==> src/rtl/mult_pkg.sv <==
// mult_pkg: shared types and sizing for the sequential Booth multiplier.
//   state_t    : controller states (IDLE/RUN/DONE)
//   boothSel_t : recoded partial-product select (0, +A, -A, +2A, -2A)
//   MULT_W     : operand/result width
//   PROD_W     : Booth product register width (accumulator | multiplier | extra bit)
//   STEPS      : number of RUN edges per operation
// Build option: MULT_RADIX4_EN selects radix-4 recoding (2 bits per step).
package mult_pkg;
    typedef enum logic [1:0] {IDLE, RUN, DONE} state_t;
    typedef enum logic [2:0] {ZERO, PA, MA, P2A, M2A} boothSel_t;

    localparam int MULT_W = 32;
`ifdef MULT_RADIX4_EN
    localparam int PROD_W  = 66;
    localparam int STEPS   = 16;
    localparam int SHIFT   = 2;
    localparam int GROUP_W = 3;
`else
    localparam int PROD_W  = 65;
    localparam int STEPS   = 32;
    localparam int SHIFT   = 1;
    localparam int GROUP_W = 2;
`endif
    // Adder width: accumulator field sign-extended by one bit so that the
    // -A (and -2A) path survives A = 0x80000000.
    localparam int ACC_W = PROD_W - MULT_W;
    localparam int CNT_W = $clog2(STEPS);
endpackage

==> src/rtl/booth_recode.sv <==
// booth_recode: combinational Booth recoder plus addend mux.
//   boothBits    in  : low bits of P (P[1:0], or P[2:0] for radix-4)
//   multiplicand in  : latched multiplicand A
//   sel          out : recoded select
//   addend       out : selected addend, sign-extended to the adder width
// Build option: MULT_RADIX4_EN (triple recoding, 0/+-A/+-2A).
module booth_recode
    import mult_pkg::*;
(
    input  logic [GROUP_W-1:0] boothBits,
    input  logic [MULT_W-1:0]  multiplicand,
    output boothSel_t          sel,
    output logic [ACC_W-1:0]   addend
);
    logic [ACC_W-1:0] aExt;

    assign aExt = {{(ACC_W-MULT_W){multiplicand[MULT_W-1]}}, multiplicand};

    always_comb begin
        sel = ZERO;
`ifdef MULT_RADIX4_EN
        case (boothBits)
            3'b001, 3'b010: sel = PA;
            3'b011:         sel = P2A;
            3'b100:         sel = M2A;
            3'b101, 3'b110: sel = MA;
            default:        sel = ZERO;
        endcase
`else
        case (boothBits)
            2'b01:   sel = PA;
            2'b10:   sel = MA;
            default: sel = ZERO;
        endcase
`endif
    end

    always_comb begin
        addend = '0;
        case (sel)
            PA:      addend = aExt;
            MA:      addend = -aExt;
            P2A:     addend = aExt << 1;
            M2A:     addend = -(aExt << 1);
            default: addend = '0;
        endcase
    end
endmodule

==> src/rtl/booth_mult_seq.sv <==
// booth_mult_seq: sequential signed Booth multiplier (low 32-bit result +
// signed-overflow flag). A start pulse launches STEPS add/sub-and-shift
// edges; a one-cycle ready pulse follows the last one.
//   clock, reset_n  : rising-edge clock, async active-low reset
//   ctrl_MULT       : start (also aborts/restarts an operation in flight)
//   data_operandA/B : multiplicand / multiplier, sampled on the start edge
//   data_result     : P[32:1]
//   data_exception  : product does not fit signed 32 bits
//   data_resultRDY  : high for the single DONE cycle
// Build option: MULT_RADIX4_EN (radix-4, 16 steps, 17-cycle latency).
module booth_mult_seq
    import mult_pkg::*;
#(
    parameter int WIDTH = 32
) (
    input  logic             clock,
    input  logic             reset_n,
    input  logic             ctrl_MULT,
    input  logic [WIDTH-1:0] data_operandA,
    input  logic [WIDTH-1:0] data_operandB,
    output logic [WIDTH-1:0] data_result,
    output logic             data_exception,
    output logic             data_resultRDY
);
    state_t                 state, nextState;
    logic [CNT_W-1:0]       count;
    logic [PROD_W-1:0]      p, pNext;
    logic [MULT_W-1:0]      a;
    logic                   exc, ovf, lastStep;
    boothSel_t              sel;
    logic [ACC_W-1:0]       addend, accExt, sum;
    logic [ACC_W+MULT_W:0]  wide;

    booth_recode uRecode (
        .boothBits    (p[GROUP_W-1:0]),
        .multiplicand (a),
        .sel          (sel),
        .addend       (addend)
    );

    assign lastStep = (state == RUN) && (count == CNT_W'(STEPS-1));

    // Accumulator sign-extended one bit, add/sub, then arithmetic shift of
    // the whole {sum, multiplier, extra} word; the shift drops the consumed
    // Booth bits and the cast keeps the sign-extended top of the register.
    assign accExt = {p[PROD_W-1], p[PROD_W-1:MULT_W+1]};
    assign sum    = accExt + addend;
    assign wide   = {sum, p[MULT_W:0]};
    assign pNext  = PROD_W'($signed(wide) >>> SHIFT);

    // Product is pNext[64:1]; it fits signed 32 bits iff bits 64..32 agree.
    assign ovf = !((&pNext[64:32]) || !(|pNext[64:32]));

    always_comb begin
        nextState = state;
        case (state)
            IDLE:    if (ctrl_MULT) nextState = RUN;
            RUN:     if (ctrl_MULT) nextState = RUN;
                     else if (lastStep) nextState = DONE;
            DONE:    nextState = ctrl_MULT ? RUN : IDLE;
            default: nextState = IDLE;
        endcase
    end

    always_ff @(posedge clock or negedge reset_n) begin
        if (!reset_n) state <= IDLE;
        else          state <= nextState;
    end

    always_ff @(posedge clock or negedge reset_n) begin
        if (!reset_n) begin
            count <= '0;
            p     <= '0;
            a     <= '0;
            exc   <= 1'b0;
        end else if (ctrl_MULT) begin
            // Start or abort-and-restart from any state.
            a     <= data_operandA;
            p     <= {{(PROD_W-MULT_W-1){1'b0}}, data_operandB, 1'b0};
            count <= '0;
        end else if (state == RUN) begin
            p     <= pNext;
            count <= count + 1'b1;
            if (lastStep) exc <= ovf;
        end
    end

    assign data_result    = p[MULT_W:1];
    assign data_exception = exc;
    assign data_resultRDY = (state == DONE);
endmodule
==> config.mk <==
export PLATFORM = sky130hd
export DESIGN_NAME = booth_mult_seq
export DESIGN_NICKNAME = d
export VERILOG_FILES = /design/src/rtl/mult_pkg.sv /design/src/rtl/booth_recode.sv /design/src/rtl/booth_mult_seq.sv
export SDC_FILE = /design/constraint.sdc
export NUM_CORES = 1
export LEC_CHECK = 0
export ABC_CLOCK_PERIOD_IN_PS = 8650
export CAP_MARGIN = 20
export CELL_PAD_IN_SITES_DETAIL_PLACEMENT = 0
export CELL_PAD_IN_SITES_GLOBAL_PLACEMENT = 1
export CORE_MARGIN = 4
export CORE_UTILIZATION = 40
export CTS_BUF_LIST = sky130_fd_sc_hd__clkbuf_2
export CTS_CLUSTER_DIAMETER = 150
export DETAILED_ROUTE_END_ITERATION = 6
export DONT_BUFFER_PORTS = 1
export GPL_TIMING_DRIVEN = 0
export PLACE_DENSITY = 0.66
export SYNTH_ARGS = -nofsm -noshare
export SYNTH_HDL_FRONTEND = slang
export SYNTH_SLANG_ARGS = --single-unit
==> constraint.sdc <==
create_clock -name clock -period 8.65 [get_ports clock]
set_input_delay 1.2975 -clock clock [delete_from_list [all_inputs] [get_ports clock]]
set_output_delay 1.2975 -clock clock [all_outputs]
set_load 0.02 [all_outputs]
-- Word-level counts from Yosys, hierarchy flattened
Cells that the tools add are included.
- register bits after elaboration: 105
- input port bits: 67
- output and inout port bits: 34
- logic and storage cells: 42
- add/sub/neg operators: 4
- eq/ne operators: 11
- multiplexer cells: 11
- bitwise logic cells: 1
- reductions and logical operators: 10
- operator list (kind ; count):
    $pmux 33 s4 ; 1
    $mux 65 ; 2
    $neg 33->33 ; 2
    $add 33x33->33 ; 1
    $reduce_and 33->1 ; 1
    $reduce_or 33->1 ; 1
    $mux 5 ; 2
    $eq 3x2->1 const B ; 2
    $mux 2 ; 3
    $pmux 2 s3 ; 1
    $add 5x1->5 const B ; 1
    $eq 5x5->1 const B ; 1
    $eq 2x1->1 const B ; 2
    $eq 2x2->1 const B ; 2
    $pmux 2 s2 ; 1
    $eq 3x1->1 const B ; 1
    $eq 3x3->1 const B ; 1
    $ne 3x3->1 const B ; 1
    $reduce_and 3->1 ; 1
    $logic_not 1->1 ; 2
    $logic_not 2->1 ; 1
    $ne 2x2->1 const B ; 1
    $reduce_and 2->1 ; 1
    $reduce_bool 2->1 ; 1
    4 further kinds ; 4

-- Longest topological paths before layout
Gate-level depths: netlist (run 1).
- word-level depth: 9
- mapped depth: 23
- depth with buffers taken out: 21

-- Hierarchy
From an unflattened synthesis (run 1), not the netlist that was laid out.
- cell total of the unflattened synthesis: 974
- area total of the unflattened synthesis: 8190.4 µm²
- modules (own cells, without submodules) (module ; instances ; cells an instance ; area an instance (µm²) ; sequential area each (µm²)):
    booth_mult_seq ; 1 ; 763 ; 6919.1 ; 2627.5
    booth_recode ; 1 ; 211 ; 1271.2 ; 0.0

-- Worst setup path after synthesis (run 1)
OpenSTA, ideal clock, no wires.
- path type: reg2reg
- start: register a[2]
- end: register exc, in the netlist data_exception
- setup time: 125 ps
- arrival: 5605 ps
- required time: 8525 ps
- slack: 2920 ps
- cell stages (with the launch flop): 23
- buffers on the path: 2
- period minus slack after synthesis: 5730 ps
- path through: dfrtp_1 -> clkbuf_1 -> nor3_1 -> and3_1 -> nand2_1 -> or2_1 -> nor4_1 -> nand3_1 -> or3_1 -> a32oi_1 -> nor2_1 -> ha_1 -> clkbuf_1 -> a21o_1 -> o21bai_1 -> nor3b_1 -> nand4_1 -> o211a_1 -> or4_1 -> or4b_1 -> or4_1 -> o32ai_1 -> nor2_1
- longest elaborated chain between the ends: 7
- elaborated cells on any way between the ends: 9
- those cells by class: 3 x add/sub; 1 x mux; 5 x reduce/logical
- ends and longest elaborated chain (item ; RTL line ; text):
    start: declaration ; booth_mult_seq.sv:28 ; logic [MULT_W-1:0] a;
    start signal: assignment ; booth_mult_seq.sv:78 ; a <= data_operandA;
    $neg 33->33, on equally long branches ; booth_recode.sv:42, booth_recode.sv:44 ;
    $pmux 33 s4 * ; booth_recode.sv:40 ; case (sel)
    $add 33x33->33 * ; booth_mult_seq.sv:47 ; assign sum = accExt + addend;
    $reduce_or 33->1 ; booth_mult_seq.sv:52 ; assign ovf = !((&pNext[64:32]) || !(|pNext[64:32]));
    $logic_not 1->1 ; booth_mult_seq.sv:52 ;
    $logic_or 1x1->1 * ; booth_mult_seq.sv:52 ;
    $logic_not 1->1 * ; booth_mult_seq.sv:52 ;
    end signal: assignment ; booth_mult_seq.sv:84 ; if (lastStep) exc <= ovf;
    end: declaration ; booth_mult_seq.sv:29 ; logic exc, ovf, lastStep;
Mark *: on every way between the ends. The rest lies on a longest branch, timed or not.
A chain may end at the register's enable or synchronous reset.

-- Final worst setup path (run 1)
Same ends and word-level chain as after synthesis.

==> results.json, run 1 <==
{
  "status": "complete, no violations",
  "critical_path_class": "flip-flop to flip-flop",
  "gp_congestion": 0.8534,
  "p_comb_share_pct": 32.8,
  "syn-mean-instance-area_um2": 8.467,
  "synthesis.area_um2": 8103,
  "cts.clk_slew.worst_paths_ps": 320,
  "start_kind": "flip-flop",
  "mostFrequentLayoutCell": "nand2_1",
  "worst_clock_skew_ps": 23.83,
  "crit_fanout": 9,
  "ctsHoldBuffers": 0,
  "top_level_ports": 101,
  "layout-drive-gt1-share_pct": 10.48,
  "switching_share_pct": 38.56,
  "core-area_um2": 19720,
  "fillers": 2063,
  "antenna_left": 0,
  "routed_wirelength_um": 24210,
  "grt_antenna_before_repair": 1,
  "vias_per_cell": 5.652,
  "layout.cells.most_common_list": "nand2_1, dfrtp_1, nor2_1",
  "timing.final.hold_violations": 0,
  "postCtsSetupRepairBufs": 0,
  "final.setup.tns_ps": 0,
  "wire_per_inst_um": 19.54,
  "drv_slew": 0,
  "hpwl_um": 18530,
  "routed-via-count": 7003,
  "synth.yosys.seq_area_share_pct": 32.43,
  "first_global_vias": 6846,
  "worstSetupEndpointType": "flip-flop",
  "dp_slack_ps": 1571,
  "synth.ff_latch_count": 105,
  "layout_worst_path_cycle_share_pct": 81.52,
  "cts_resized": 0,
  "floorplan_die_height_um": 150.3,
  "critical_path.reg2reg.endpoint": "data_exception$_DFFE_PN0P_",
  "number_of_enable_flip_flop_cells_after_synthesis": 0,
  "period_minus_slack_ps": 7051,
  "net-switching-power_mw": 0.4879,
  "max-slew-margin-rel_pct": 27.02,
  "reg2regPathDepth": 21,
  "dominantRegCellSynth": "dfrtp_1",
  "r2r_start": "a[2]$_DFFE_PN0P_",
  "cts.root.buffer_cell": "clkbuf_2",
  "grt_start_max_net_pins": 106,
  "drv_cap": 0,
  "post_synth_inst_count": 957,
  "net_count_of_the_mapped_netlist": 1063,
  "buffers_added_on_ports": 0,
  "register_area_um2": 2628,
  "cts_made_buffers": 9,
  "overflow": 0,
  "flow.area_growth_from_synthesis_pct": 5.775,
  "drc": 0,
  "critical_path_required_ps": 9220,
  "first_pass_iters": 5,
  "power-per-cell-area_nw_per_um2": 147.6,
  "tightest_slew_ps": 1081,
  "finalSetupViolCount": 0,
  "first_pass_grt_wire_length_um": 38610,
  "power.static_leakage_nw": 3.551,
  "reg2reg_setup_slack_ps": 1600,
  "cp_data_arrival_time_ps": 7620,
  "cts_htree_levels": 3,
  "chipWidth_um": 150.3,
  "internal_power_mw": 0.7773,
  "netlist-cell-type-count": 83,
  "die_area_um2": 22600,
  "multi_input_comb_area_um2": 4907,
  "hold_path_class": "input pin to asynchronous set/reset pin",
  "detail_route.iter0.violations": 390,
  "initial_core_util_pct": 41.09,
  "sequentialPowerShare_pct": 46.2,
  "std_cell_rows": 51,
  "synth_warnings": 0,
  "grtUsageTotal_pct": 21.89,
  "peakVddDrop_mv": 0.07543,
  "finish.net_count": 1074,
  "cts_max_path_buffers": 2,
  "numClockSinks": 105,
  "grt_setup_unrepaired": "no",
  "postLayoutSetupSlackWorst_ps": 1599,
  "fmaxAchievable_ghz": 0.1418,
  "clkPwrFrac_pct": 21.0,
  "async_flop_share_pct": 100.0,
  "clk_latency_ps": 650,
  "cts_tree": "built"
}
-- critical path, cell delays in order (launching register included) --
cell	delay, ps
dfrtp_1	430
clkbuf_1	170
nor3_1	330
and3_1	280
nand2_1	80
or2_1	250
nor4_1	530
nand3_1	490
or3_1	440
a32oi_1	220
nor2_1	80
ha_1	280
clkbuf_1	340
nand2_1	100
o21bai_1	470
a2111oi_0	200
o211a_1	200
or4_1	550
or4b_1	530
or4_1	540
o32ai_1	380
nor2_1	80
-- worst max-delay path by stage --
stage | endpoint | slack, ps | start
floorplan | data_exception$_DFFE_PN0P_ | 2920 | a[2]$_DFFE_PN0P_
global placement | data_exception$_DFFE_PN0P_ | 1610 | a[2]$_DFFE_PN0P_
detailed placement | data_exception$_DFFE_PN0P_ | 1570 | a[2]$_DFFE_PN0P_
CTS | data_exception$_DFFE_PN0P_ | 1530 | a[2]$_DFFE_PN0P_
global route | data_exception$_DFFE_PN0P_ | 1150 | a[2]$_DFFE_PN0P_
finish | data_exception$_DFFE_PN0P_ | 1600 | a[2]$_DFFE_PN0P_
-- through the flow --
stage | power [mW] | area, um^2 | cells | hold slack, ps | util, %
2_1_floorplan | 0.9024 | 8103 | 957 | 449.7 | -
3_3_place_gp | 1.003 | 8434 | 1222 | 470.5 | 42.78
3_5_place_dp | 1.005 | 8434 | 1222 | 476.3 | 42.78
4_1_cts | 1.282 | 8568 | 1238 | 184.6 | 43.45
5_1_grt | 1.352 | 8571 | 1239 | 137.5 | 43.47
6_report | 1.265 | 8571 | 1239 | 277.8 | 43.47
-- area by class of cell --
cell class,count,area share [%]
clock buffer,9,0.5255
sequential,105,30.66
antenna,1,0.02920
clock inverter,7,1.036
tap,265,3.869
multi-input combinational,742,57.26
inverter,14,0.6131
buffer,96,6.015
-- cell families after synthesis --
kind of cell / count (synthesis) / synth area share, %
and+or+nand+nor: 341 / 20.17
AOI/OAI and AO/OA: 257 / 21.51
buffers and inverters: 110 / 7.010
DFF: 105 / 32.43
muxes: 62 / 8.122
xor gates and xnor gates: 43 / 4.648
adders and majority gates: 39 / 6.115
-- per-layer routing --
metal	GRT usage, %	vias up	share of wire, %
met4	4.895	0	1.4
met1	31.45	3348	49
li1	-	3496	-
met2	34.78	140	46
met5	0	-	0
met3	3.462	19	4.0
-- power by group through the flow --
stage	Clock (mW)	Sequential, mW	Combinational, mW
2_1_floorplan	0	0.577	0.325
3_3_place_gp	0	0.591	0.412
3_5_place_dp	0	0.592	0.413
4_1_cts	0.283	0.584	0.415
5_1_grt	0.298	0.592	0.461
6_report	0.266	0.584	0.415
-- synthesized netlist by cell type, types with 7 or more instances --
cell	count	share of area, %
dfrtp_1	105	32
nand2_1	122	5.7
or4_1	9	0.83
mux2_2	30	4.2
inv_1	14	0.65
ha_1	38	5.9
nor2b_1	7	0.54
a21oi_1	59	3.6
a21o_1	38	3.5
nor3_1	26	1.6
mux2i_1	32	4.0
nand3_1	15	0.93
or3_1	11	0.85
clkbuf_1	54	2.5
buf_4	33	3.1
xnor2_1	30	3.2
xor2_1	13	1.4
and3_1	7	0.54
o21ai_0	55	3.4
a32oi_1	10	1.1
nand4_1	16	1.2
a22oi_1	21	1.9
nor4_1	10	0.77
nor2_1	86	4.0
-- registers in the layout, summed over array words and instances (netlist names) --
register and cells:
p 65, a 32, data_exception 1, count 5, state 2
Power figures use the tool's default switching activity.
==> run 2: changes to the inputs <==
--- a/config.mk
+++ b/config.mk
@@ -5,7 +5,8 @@
 export SDC_FILE = /design/constraint.sdc
 export NUM_CORES = 1
 export LEC_CHECK = 0
-export ABC_CLOCK_PERIOD_IN_PS = 8650
+export ABC_AREA = 1
+export ABC_CLOCK_PERIOD_IN_PS = 6400
 export CAP_MARGIN = 20
 export CELL_PAD_IN_SITES_DETAIL_PLACEMENT = 0
 export CELL_PAD_IN_SITES_GLOBAL_PLACEMENT = 1
@@ -16,7 +17,7 @@
 export DETAILED_ROUTE_END_ITERATION = 6
 export DONT_BUFFER_PORTS = 1
 export GPL_TIMING_DRIVEN = 0
-export PLACE_DENSITY = 0.66
+export PLACE_DENSITY = 0.73
 export SYNTH_ARGS = -nofsm -noshare
 export SYNTH_HDL_FRONTEND = slang
 export SYNTH_SLANG_ARGS = --single-unit
==> constraint.sdc (replaced) <==
create_clock -name clock -period 6.4 [get_ports clock]
set_input_delay 0.96 -clock clock [delete_from_list [all_inputs] [get_ports clock]]
set_output_delay 0.96 -clock clock [all_outputs]
set_load 0.02 [all_outputs]
==> run 2 against run 1 <==
Compared with the run above:
- design area is 7.5% higher
- first-iteration DRC count grew 80%
- maximum frequency up 49%
- register-to-register slack better by 70 ps
- sequential power grew 35%
- clock skew is 34 ps higher
- critical path type unchanged
- global-route usage grew 1.2 points
- sequential share of layout area shrank 2.1 points
==> results.json, run 2 <==
{
  "worst_clock_skew_ps": 57.97,
  "tightest_slew_ps": 765.0,
  "peakVddDrop_mv": 0.07949,
  "flow.area_growth_from_synthesis_pct": 5.562,
  "postCtsSetupRepairBufs": 0,
  "power-per-cell-area_nw_per_um2": 189.9,
  "critical_path_class": "flip-flop to flip-flop",
  "routed_wirelength_um": 27770,
  "crit_path_top_delay_cell": "dfrtp_1",
  "dp_slack_ps": 1695,
  "max-slew-margin-rel_pct": 49.00,
  "drv_cap": 0,
  "crit_fanout": 10,
  "hold_path_class": "input pin to asynchronous set/reset pin",
  "finalSetupViolCount": 0,
  "largest_register_ff_count": 65,
  "first_global_vias": 7984,
  "synth_warnings": 0,
  "synthDominantCellAreaShare_pct": 30.10,
  "placedCellCount": 1653,
  "cts_resized": 0,
  "cts_max_path_buffers": 2,
  "chipWidth_um": 155.7,
  "most_common_cell_type_on_the_critical_path": "nand2_1",
  "cts_tree": "built",
  "global_route.usage.met3_pct": 2.913,
  "most_used_standard_cell_by_instance_count_after_synthesis": "nand2_1",
  "critical_path_required_ps": 6990,
  "grt_antenna_before_repair": 1,
  "numClockSinks": 105,
  "synth.ff_latch_count": 105,
  "grtUsageTotal_pct": 23.05,
  "floorplan_die_height_um": 155.7,
  "final.setup.tns_ps": 0,
  "layout_top_registers": "p x65, a x32, count x5",
  "stdcell_area_um2": 9214,
  "routed-via-count": 8528,
  "antenna_left": 0,
  "async_flop_share_pct": 100.0,
  "postLayoutSetupSlackWorst_ps": 1665,
  "start_kind": "flip-flop",
  "hpwl_um": 22570,
  "max_flop_register": "p",
  "first_pass_grt_wire_length_um": 43700,
  "post_synth_inst_count": 1378,
  "syn-mean-instance-area_um2": 6.334,
  "gr-max-usage-layer": "met2",
  "synth.yosys.seq_area_share_pct": 30.10,
  "slowest_delay_ps": 490,
  "cp_data_arrival_time_ps": 5330,
  "r2r_start": "p[1]$_DFFE_PN0P_",
  "layout_worst_path_cycle_share_pct": 73.99,
  "initial_core_util_pct": 41.13,
  "grt_setup_unrepaired": "no",
  "dominantRegCellSynth": "dfrtp_1",
  "worstSetupEndpointType": "flip-flop",
  "net_count_of_the_mapped_netlist": 1484,
  "synthesis.area_um2": 8728,
  "core-area_um2": 21220,
  "worst_setup_path_startpoint": "p[1]$_DFFE_PN0P_",
  "mostFrequentLayoutCell": "nand2_1",
  "grt_start_max_net_pins": 106,
  "leading_post_synthesis_cells_by_instance_count": "nand2_1, inv_1, dfrtp_1",
  "fmaxAchievable_ghz": 0.2112,
  "die_area_um2": 24250,
  "cts_htree_levels": 3,
  "vias_per_cell": 5.100,
  "fillers": 2368,
  "std_cell_rows": 53,
  "global_route.usage.met1_pct": 34.63,
  "gp_congestion": 0.9105,
  "overflow": 0,
  "drc": 0,
  "layout-drive-gt1-share_pct": 7.599,
  "drv_slew": 0,
  "period_minus_slack_ps": 4735,
  "layout.cells.most_common_list": "nand2_1, inv_1, dfrtp_1",
  "final-instance-count-excl-fill": 1672,
  "clk_latency_ps": 680,
  "finish.net_count": 1496,
  "cts.clk_slew.worst_paths_ps": 360,
  "detail_route.iter0.violations": 701,
  "netlist-cell-type-count": 42,
  "cts.root.buffer_cell": "clkbuf_2",
  "ys_top_cells_by_area": "dfrtp_1, nand2_1, inv_1, ha_1, nand3_1",
  "power.static_leakage_nw": 4.696,
  "grt.met2_usage_pct": 35.32,
  "placed_cell_area_um2": 9072,
  "top_level_ports": 101,
  "yosysTopAreaCell": "dfrtp_1",
  "wire_per_inst_um": 16.61,
  "number_of_enable_flip_flop_cells_after_synthesis": 0,
  "status": "complete, no violations",
  "cts_made_buffers": 9,
  "first_pass_iters": 6,
  "buffers_added_on_ports": 0,
  "finalPower_mw": 1.750,
  "timing.final.hold_violations": 0
}
run 2: stage by stage:
stage	util, %	hold slack [ps]
floorplan	-	422.2
global placement	42.75	428.8
detailed placement	42.75	438.1
CTS	43.40	103.4
global route	43.42	89.11
finish	43.42	110.5
run 2: kinds of logic (layout without fill, tap and decap cells):
group                    after synthesis  in the layout  share of synthesized area [%]
AO/OA/AOI/OAI                        188            188                          13.39
adder cells (fa/ha/maj)               39             39                          5.677
flip-flops                           105            105                          30.10
other                                  0              2                              0
AND/OR/NAND/NOR                      746            746                          36.48
XOR/XNOR                               1              1                         0.1004
buffers and inverters                299            316                          14.25
run 2: layer usage:
metal  part of all wire, %  wire length, um
met1                    51            14170
met4                   1.6              445
met5                     0                0
met2                    44            12180
met3                   3.5              971
run 2: final timing paths:
check                                              to  slack (ps)  cells after the start
min                                 p[39]$_DFFE_PN0P_         110                      1
max reg2reg                data_exception$_DFFE_PN0P_        1660                     25
min reg2reg                      state[0]$_DFFE_PN0P_         470                      1
max                        data_exception$_DFFE_PN0P_        1660                     25
max in group asynchronous        count[3]$_DFFE_PN0P_        5780                      1
min in group clock                  p[17]$_DFFE_PN0P_         370                      2
run 2: worst max-delay path, delay by kind of cell (launching register included):
family	cells	cell delay (ps)
AO/OA/AOI/OAI	1	410
buffers and inverters	6	1320
AND/OR/NAND/NOR	16	1890
adder cells (fa/ha/maj)	2	570
flip-flops	1	490
run 2: timing repair:
item | in CTS | in global routing
setup endpoints to repair | 0 | 0
hold buffers | 1 | 0
hold endpoints to repair | 105 | 0
run 2: layout make-up:
class	count	area [um^2]	area share, %
antenna	2	5.005	0.05432
buffer	67	372.9	4.047
clock buffer	9	45.04	0.4889
clock inverter	7	63.81	0.6926
inverter	232	870.8	9.451
multi-input combinational	974	4857	52.72
sequential	105	2628	28.52
tap	275	344.1	3.734
timing repair buffer	1	27.53	0.2988
run 2: where the power goes:
group / total, mW / switching (mW) / internal, mW / leakage (nW)
combinational: 0.633 / 0.433 / 0.200 / 3.31
clock: 0.327 / 0.268 / 0.0596 / 0.0613
sequential: 0.789 / 0.0578 / 0.731 / 1.33
total: 1.75 / 0.759 / 0.991 / 4.70
==> run 3: changes to the inputs <==
--- a/config.mk
+++ b/config.mk
@@ -5,8 +5,8 @@
 export SDC_FILE = /design/constraint.sdc
 export NUM_CORES = 1
 export LEC_CHECK = 0
-export ABC_AREA = 1
-export ABC_CLOCK_PERIOD_IN_PS = 6400
+export ABC_AREA = 0
+export ABC_CLOCK_PERIOD_IN_PS = 4310
 export CAP_MARGIN = 20
 export CELL_PAD_IN_SITES_DETAIL_PLACEMENT = 0
 export CELL_PAD_IN_SITES_GLOBAL_PLACEMENT = 1
@@ -17,7 +17,7 @@
 export DETAILED_ROUTE_END_ITERATION = 6
 export DONT_BUFFER_PORTS = 1
 export GPL_TIMING_DRIVEN = 0
-export PLACE_DENSITY = 0.73
+export PLACE_DENSITY = 0.69
 export SYNTH_ARGS = -nofsm -noshare
 export SYNTH_HDL_FRONTEND = slang
 export SYNTH_SLANG_ARGS = --single-unit
==> constraint.sdc (replaced) <==
create_clock -name clock -period 4.31 [get_ports clock]
set_input_delay 0.6465 -clock clock [delete_from_list [all_inputs] [get_ports clock]]
set_output_delay 0.6465 -clock clock [all_outputs]
set_load 0.02 [all_outputs]
==> run 3 against run 2 <==
Compared with the run above:
- the run now ends with setup timing left
- combinational power grew 64%
- wire length fell by 11%
- clock skew is 21 ps lower
- clock power rose by 46%
- non-clock buffer count is 78 higher
- largest cell class unchanged
- largest power group unchanged
==> results.json, run 3 (same netlist as run 1, synthesis figures left out) <==
{
  "wire_per_inst_um": 19.26,
  "crit_path_top_delay_cell": "or4_4",
  "critical_path_class": "flip-flop to flip-flop",
  "reg2regPathDepth": 21,
  "die_area_um2": 22600,
  "gp_congestion": 0.8384,
  "worstSetupEndpointType": "flip-flop",
  "layout_top_registers": "p x65, a x32, count x5",
  "layout-drive-gt1-share_pct": 25.61,
  "numClockSinks": 105,
  "overflow": 0,
  "drc": 0,
  "critical_path.top_delay_family": "simple AND/OR/NAND/NOR gates",
  "max_flop_register": "p",
  "critical_path.reg2reg.endpoint": "data_exception$_DFFE_PN0P_",
  "clk_latency_ps": 650,
  "slowest_delay_ps": 540,
  "max-slew-margin-rel_pct": 39.56,
  "detail_route.iter0.violations": 354,
  "layout_worst_path_cycle_share_pct": 126.3,
  "power.static_leakage_nw": 3.996,
  "peakVddDrop_mv": 0.1210,
  "std_cell_rows": 51,
  "worstPathCellList": "nor3_4 -> and3_4 -> nand2_2 -> or2_4 -> nor4_4 -> buf_4 -> nand2_4 -> or3_1 -> a32oi_2 -> nor2_2 -> ha_4 -> nand4_1 -> or3b_4 -> a21oi_2 -> a2111oi_1 -> o211a_1 -> or4_4 -> or4b_4 -> or4_4 -> o32ai_4 -> nor2_1",
  "final.setup.tns_ps": -2048,
  "cp.depth": 21,
  "routed_wirelength_um": 24830,
  "start_kind": "flip-flop",
  "cts_max_path_buffers": 2,
  "buffers_added_on_ports": 0,
  "cts_htree_levels": 3,
  "floorplan_die_height_um": 150.3,
  "hpwl_um": 18160,
  "cts.clk_slew.worst_paths_ps": 340,
  "chipWidth_um": 150.3,
  "first_global_vias": 7078,
  "finalSetupViolCount": 7,
  "grt_antenna_before_repair": 1,
  "r2r_start": "a[3]$_DFFE_PN0P_",
  "cp_data_arrival_time_ps": 6030,
  "routed-via-count": 7345,
  "cts_tree": "built",
  "fmaxAchievable_ghz": 0.1837,
  "drv_cap": 0,
  "most_common_cell_type_on_the_critical_path": "or4_4",
  "grtUsageTotal_pct": 21.81,
  "cts_made_buffers": 9,
  "layout.cells.most_common_list": "nand2_1, dfrtp_1, nor2_1",
  "power-per-cell-area_nw_per_um2": 277.7,
  "core-area_um2": 19720,
  "crit_fanout": 4,
  "worst_setup_path_startpoint": "a[3]$_DFFE_PN0P_",
  "top_level_ports": 101,
  "first_pass_grt_wire_length_um": 38990,
  "timing.final.hold_violations": 0,
  "placed_cell_area_um2": 8522,
  "critical_path_required_ps": 4890,
  "antenna_left": 0,
  "tightest_slew_ps": 906.6,
  "critPathBufInv": 1,
  "reg2reg_setup_slack_ps": -1130,
  "drv_slew": 0,
  "stdcell_area_um2": 9749,
  "worst_clock_skew_ps": 37.02,
  "cts.root.buffer_cell": "clkbuf_2",
  "grt_start_max_net_pins": 106,
  "largest_register_ff_count": 65,
  "violations": "setup timing",
  "hold_path_class": "input pin to flip-flop",
  "mostFrequentLayoutCell": "nand2_1",
  "initial_core_util_pct": 41.09,
  "flow.area_growth_from_synthesis_pct": 20.32,
  "finish.net_count": 1124,
  "postLayoutSetupSlackWorst_ps": -1133,
  "postLayoutCoreUtil_pct": 49.44,
  "grt_setup_unrepaired": "yes",
  "endpoint": "data_exception$_DFFE_PN0P_",
  "period_minus_slack_ps": 5443,
  "status": "finished, violations left",
  "first_pass_iters": 7,
  "vias_per_cell": 5.698
}
==> run 3: metrics by stage <==
stage	power, mW	hold slack [ps]	cells	setup slack [ps]
after floorplan	1.823	350.9	957	-984.6
after global placement	2.023	354.7	1222	-1748
after detailed placement	2.024	354.8	1222	-1729
after CTS	2.604	22.42	1261	-1184
after global routing	2.882	2.836	1289	-1357
final	2.708	67.87	1289	-1133
==> run 3: worst min path at each step <==
stage                            from           endpoint  depth (start not counted)
floorplan                     reset_n   a[0]$_DFFE_PN0P_                          0
global placement              reset_n   a[2]$_DFFE_PN0P_                          0
detailed placement            reset_n   a[2]$_DFFE_PN0P_                          0
CTS                 data_operandB[16]  p[17]$_DFFE_PN0P_                          2
global route        data_operandB[23]  p[24]$_DFFE_PN0P_                          2
finish              data_operandB[21]  p[22]$_DFFE_PN0P_                          2
==> run 3: power by group <==
part	internal [mW]	switching (mW)
sequential	1.08	0.107
combinational	0.457	0.587
clock	0.0903	0.386
==> run 3: what timing repair did <==
action / 4_1_cts / 5_1_grt
setup buffers: 24 / 26
hold endpoints to repair: 106 / 3
pin swaps: 27 / 44
hold buffers: 3 / 3
resized for setup: 58 / 95
endpoints found under the setup margin: 18 / 20
==> run 3: routing by layer <==
metal / GRT usage [%] / vias to the layer above / share of wire, %
li1: - / 3588 / -
met1: 30.90 / 3574 / 47
met2: 35.34 / 153 / 47
met3: 3.101 / 30 / 4.0
met4: 5.032 / 0 / 1.7
met5: 0 / - / 0
==> run 3: layout make-up <==
type / count / area [um^2]
Buffer: 90 / 521.8
Multi-Input combinational cell: 742 / 5605
Fill cell: 1942 / 9968
Tap cell: 265 / 331.6
Sequential cell: 105 / 2636
Clock buffer: 9 / 45.04
Inverter: 14 / 52.55
Clock inverter: 7 / 60.06
Timing Repair Buffer: 56 / 494.2
Antenna cell: 1 / 2.502
